<file path="src/rtl/hazard_ctrl.sv">
// Pipeline hazard control: forwarding selects, load-use/branch/memory-wait stalls and flushes.
// Optional performance counters are compiled in with `define HAZARD_PERF_EN.
module hazard_ctrl #(
    parameter int TMO_W       = 8,
    parameter int MEM_TIMEOUT = 200
) (
    input  logic       clk,
    input  logic       rst,
    input  logic [4:0] Rs1_D,
    input  logic [4:0] Rs2_D,
    input  logic [4:0] Rs1_E,
    input  logic [4:0] Rs2_E,
    input  logic [4:0] Rd_E,
    input  logic [4:0] Rd_M,
    input  logic [4:0] Rd_W,
    input  logic [1:0] ResultSrc_E,
    input  logic       RegWrite_M,
    input  logic       RegWrite_W,
    input  logic       PCSrc_E,
    input  logic       MemReq_M,
    input  logic       MemReady,
    output logic       StallF,
    output logic       EnD,
    output logic       FlushD,
    output logic       EnE,
    output logic       FlushE,
    output logic       EnM,
    output logic       FlushW,
    output logic [1:0] ForwardA_E,
    output logic [1:0] ForwardB_E,
    output logic       MemTimeout
`ifdef HAZARD_PERF_EN
    ,
    output logic [31:0] StallCnt,
    output logic [31:0] FlushCnt,
    output logic [15:0] TmoCnt
`endif
);

    typedef enum logic {S_RUN, S_WAIT} state_e;

    state_e             state_q;
    logic [TMO_W-1:0]   count_q;
    logic               tmo_q;

    logic mem_pending;
    logic tmo_release;
    logic tmo_fire;
    logic mem_stall;
    logic lw_stall;

    // MEM result wins over WB because it is the younger write to the same register.
    function automatic logic [1:0] fwd_sel(input logic [4:0] rs);
        if (RegWrite_M && Rd_M != 5'd0 && Rd_M == rs)
            return 2'b10;
        else if (RegWrite_W && Rd_W != 5'd0 && Rd_W == rs)
            return 2'b01;
        else
            return 2'b00;
    endfunction

    assign mem_pending = MemReq_M && !MemReady;
    assign tmo_release = (state_q == S_WAIT) && (count_q == TMO_W'(MEM_TIMEOUT - 1));
    // A fire is the release cycle that actually abandons the access (still requested, not ready).
    assign tmo_fire    = tmo_release && mem_pending;
    assign mem_stall   = mem_pending && !tmo_release;
    assign lw_stall    = (ResultSrc_E == 2'b01) && (Rd_E != 5'd0) &&
                         ((Rd_E == Rs1_D) || (Rd_E == Rs2_D));
    assign MemTimeout  = tmo_q;

    always_comb begin
        // NOTE: every output gets a default first so no path through the if-chain infers a latch.
        StallF     = 1'b0;
        EnD        = 1'b1;
        FlushD     = 1'b0;
        EnE        = 1'b1;
        FlushE     = 1'b0;
        EnM        = 1'b1;
        FlushW     = tmo_fire;
        ForwardA_E = fwd_sel(Rs1_E);
        ForwardB_E = fwd_sel(Rs2_E);
        if (rst) begin
            FlushD     = 1'b1;
            FlushE     = 1'b1;
            FlushW     = 1'b1;
            ForwardA_E = 2'b00;
            ForwardB_E = 2'b00;
        end else if (mem_stall) begin
            StallF = 1'b1;
            EnD    = 1'b0;
            EnE    = 1'b0;
            EnM    = 1'b0;
            FlushW = 1'b1;
        end else if (PCSrc_E) begin
            FlushD = 1'b1;
            FlushE = 1'b1;
        end else if (lw_stall) begin
            StallF = 1'b1;
            EnD    = 1'b0;
            FlushE = 1'b1;
        end
    end

    // NOTE: sequential state uses non-blocking assignments so all registers update together.
    always_ff @(posedge clk) begin
        if (rst) begin
            state_q <= S_RUN;
            count_q <= '0;
            tmo_q   <= 1'b0;
        end else begin
            case (state_q)
                S_RUN: begin
                    if (mem_pending) begin
                        state_q <= S_WAIT;
                        count_q <= TMO_W'(1);
                    end
                end
                S_WAIT: begin
                    if (MemReady || !MemReq_M) begin
                        state_q <= S_RUN;
                        count_q <= '0;
                    end else if (tmo_release) begin
                        state_q <= S_RUN;
                        count_q <= '0;
                        tmo_q   <= 1'b1;
                    end else if (count_q != '1) begin
                        count_q <= count_q + TMO_W'(1);
                    end
                end
                default: begin
                    state_q <= S_RUN;
                    count_q <= '0;
                end
            endcase
        end
    end

`ifdef HAZARD_PERF_EN
    logic [31:0] stall_cnt_q;
    logic [31:0] flush_cnt_q;
    logic [15:0] tmo_cnt_q;

    always_ff @(posedge clk) begin
        if (rst) begin
            stall_cnt_q <= '0;
            flush_cnt_q <= '0;
            tmo_cnt_q   <= '0;
        end else begin
            if (StallF && stall_cnt_q != '1)
                stall_cnt_q <= stall_cnt_q + 32'd1;
            if (FlushE && flush_cnt_q != '1)
                flush_cnt_q <= flush_cnt_q + 32'd1;
            if (tmo_fire && tmo_cnt_q != '1)
                tmo_cnt_q <= tmo_cnt_q + 16'd1;
        end
    end

    assign StallCnt = stall_cnt_q;
    assign FlushCnt = flush_cnt_q;
    assign TmoCnt   = tmo_cnt_q;
`endif

endmodule

</file>
<file path="config.mk">
export PLATFORM = sky130hd
export DESIGN_NAME = hazard_ctrl
export DESIGN_NICKNAME = d
export VERILOG_FILES = /design/src/rtl/hazard_ctrl.sv
export SDC_FILE = /design/constraint.sdc
export NUM_CORES = 1
export LEC_CHECK = 0
export CAP_MARGIN = 40
export CORE_ASPECT_RATIO = 1.4
export CORE_MARGIN = 2
export CORE_UTILIZATION = 30
export DETAILED_ROUTE_END_ITERATION = 8
export PLACE_DENSITY = 0.78
export SYNTH_ARGS = -nofsm -noshare
export SYNTH_HDL_FRONTEND = slang
export SYNTH_SLANG_ARGS = --single-unit
export TNS_END_PERCENT = 1
</file>
<file path="constraint.sdc">
create_clock -name clk -period 1.55 [get_ports clk]
set_input_delay 0.155 -clock clk [delete_from_list [all_inputs] [get_ports clk]]
set_output_delay 0.155 -clock clk [all_outputs]
set_load 0.01 [all_outputs]
</file>
==> flow_metrics.env <==
export IMPL_finalClockSkew_ns=0.000742
export IMPL_cp_max_fo=3
export IMPL_clkLatencyLatePin_ns=0.24
export IMPL_yosysUniqueCellTypes=40
export IMPL_violations="negative setup slack"
export IMPL_path_clk_slew_ns=0.05
export IMPL_status="complete, but fails checks"
export IMPL_path_class="reg -> out"
export IMPL_synth_top_area_share=0.196
export IMPL_fin_ws_ns=-0.253
export IMPL_relSlewSlack=0.812
export IMPL_antenna_found_initial=0
export IMPL_worst_pin_slew_ns=0.280
export IMPL_yosys_area_share_simple=0.293
export IMPL_ys_seq_area_frac=0.196
export IMPL_dp_hpwl_um=2790
export IMPL_yosys_top_cells_area="dfxtp_1 20%, xor2_1 18%, xnor2_1 8.6%, or4_1 5.1%, o31ai_1 4.4%"
export IMPL_drtIter0Drc=15
export IMPL_final_cell_mix="38 x buf_4, 21 x xor2_1, 19 x dlygate4sd2_1, 17 x clkdlybuf4s50_1, 12 x buf_2"
export IMPL_switchingPower_uw=268
export IMPL_root_buffer="clkbuf_8"
export IMPL_crit_arrival_ns=1.65
export IMPL_power_frac_comb=0.406
export IMPL_layout_min_cycle_time_ns=1.80
export IMPL_drtAntennaViolNets=0
export IMPL_netlist_instances=129
export IMPL_p_int_uw=644
export IMPL_die_height_um=73.1
export IMPL_syn_to_final_growth_pct=103
export IMPL_finalCritPeriodShare=1.16
export IMPL_power_frac_seq=0.290
export IMPL_ys_warnings_count=0
export IMPL_cp_end_kind="primary output"
export IMPL_design_area_um2=2080
export IMPL_synth_area_mux_share=0
export IMPL_fmax_mhz=555
export IMPL_avgSynthCellArea_um2=7.93
export IMPL_numClockSinks=10
export IMPL_routed_wl_um=3800
export IMPL_hold_buffers=0
export IMPL_final_nets=278
export IMPL_hold_path_depth=3
export IMPL_critPathRequiredTime_ns=1.39
export IMPL_dpl_cell_area_um2=1890
export IMPL_rsz0062_at_grt="yes"
export IMPL_rows=25
export IMPL_synth_ff_latch_count=10
export IMPL_htree_levels=1
export IMPL_layout_commonest_cell="buf_4"
export IMPL_post_drt_wl_per_cell_um=14.0
export IMPL_vias=1381
export IMPL_portBuffers=55
export IMPL_synth_largest_area_cell="dfxtp_1"
export IMPL_peakVddDrop_v=0.000298
export IMPL_die_w_um=53.4
export IMPL_setup_violations=10
export IMPL_drive_gt1_frac=0.403
export IMPL_antenna_cells=0
export IMPL_cts_buffers=3
export IMPL_synth_fp_nets=174
export IMPL_cts_tree="yes"
export IMPL_synth_top_family_by_area="simple AND/OR/NAND/NOR gates"
export IMPL_synth_edf_count=0
export IMPL_ys_async_sr_fraction=0
export IMPL_grt_max_degree=10
export IMPL_startpoint_type="flip-flop"
export IMPL_r2r_cells=7
export IMPL_clock_path_buffers=2
export IMPL_syn_area_um2=1020
export IMPL_maxSlewViolCount=0
export IMPL_io_pins=56
export IMPL_sw_frac_of_total=0.294
export IMPL_gp_congestion=0.819
export IMPL_synthXorXnorAreaFrac=0.265
export IMPL_synth_compound_area_share=0.199
export IMPL_place_worst_setup_slack_ns=-0.900
export IMPL_firstDrtPassIters=4
export IMPL_grt_use_total=0.210
export IMPL_initial_core_util=0.309
export IMPL_cap_violations=0
export IMPL_grt_pass1_vias=1488
export IMPL_setup_tns_final_ns=-1.35
export IMPL_avgViaCountPerCell=5.10
export IMPL_die_area_um2=3900
export IMPL_p_per_area_nw_per_um2=439
export IMPL_core_area_um2=3320
export IMPL_grt_pass1_wl_um=5970
export IMPL_min_path_type="in -> reg"
export IMPL_leakagePower_nw=0.848
export IMPL_synthAdderAreaFrac=0.0122
export IMPL_hold_viol_final=0
export IMPL_overflow=0
export IMPL_power_frac_clock=0.304
export IMPL_route_detailed_drc=0
export IMPL_synth_ff_type="dfxtp_1"
-- metal layers --
layer | global-route usage | routed length, µm | up-vias
met5 | 0 | 0 | -
met4 | 0.134 | 159 | 0
met3 | 0.0389 | 200 | 11
met2 | 0.377 | 2100 | 58
met1 | 0.212 | 1340 | 627
li1 | - | - | 685
-- timing repair --
action	in CTS	in global routing
setup endpoints to repair	13	16
pin swaps	21	6
gates resized for setup	105	21
gates cloned	0	0
buffers inserted	8	1
-- cell usage after synthesis (all sizes together) (3+ instances only) --
cell    n
xor2   21
dfxtp  10
xnor2  10
a21oi   7
nor2    7
o21ai   7
or4     7
nand2   6
o31ai   6
inv     5
nor3    5
nand3   4
nor4    4
or3     4
nand4   3
-- through the flow --
step	utilization	hold slack, ns	total power [mW]	cells
3_3_place_gp	0.571	0.471	0.615	259
5_1_grt	0.626	0.458	0.949	271
2_1_floorplan	-	0.405	0.384	129
3_5_place_dp	0.571	0.500	0.620	259
4_1_cts	0.600	0.421	0.892	270
6_report	0.626	0.430	0.911	271
-- cell type report --
class | instances | area [µm²]
fillers | 286 | 1240
flip-flops and latches | 10 | 204
inverters | 5 | 18.8
repair buffers | 102 | 855
well taps | 40 | 50.0
clock buffers | 3 | 41.3
multi-input cells | 111 | 908
-- worst paths after layout --
path | startpoint | endpoint | slack, ns
setup / recovery | count_q[0]$_SDFFE_PP0P_ | FlushE | -0.25
hold / removal | rst | count_q[1]$_SDFFE_PP0P_ | 0.43
setup reg to reg | count_q[0]$_SDFFE_PP0P_ | count_q[7]$_SDFFE_PP0P_ | -0.03
hold reg to reg | MemTimeout$_SDFFE_PP0P_ | MemTimeout$_SDFFE_PP0P_ | 0.51
-- power groups by stage --
stage	clock network [mW]	logic (mW)	registers, mW
2_1_floorplan	0	0.116	0.268
3_3_place_gp	0	0.347	0.267
3_5_place_dp	0	0.353	0.268
4_1_cts	0.276	0.351	0.264
5_1_grt	0.285	0.400	0.264
6_report	0.277	0.370	0.264
-- registers in the layout (all words and copies together) (netlist names) --
register / cells
count_q: 8
MemTimeout: 1
state_q: 1
-- cells by family after synthesis --
logic type      Yosys count
simple gates             49
xor+xnor                 31
compound gates           30
flops                    10
buf+inv                   8
fa+ha+maj                 1
-- critical path, stage by stage, from the launching register on --
cell      delay, ns
dfxtp_2        0.35
ha_4           0.14
nand3b_1       0.15
o31a_1         0.31
buf_6          0.13
o31ai_4        0.16
buf_2          0.17
Note: power is estimated with default switching activity, not from simulation.
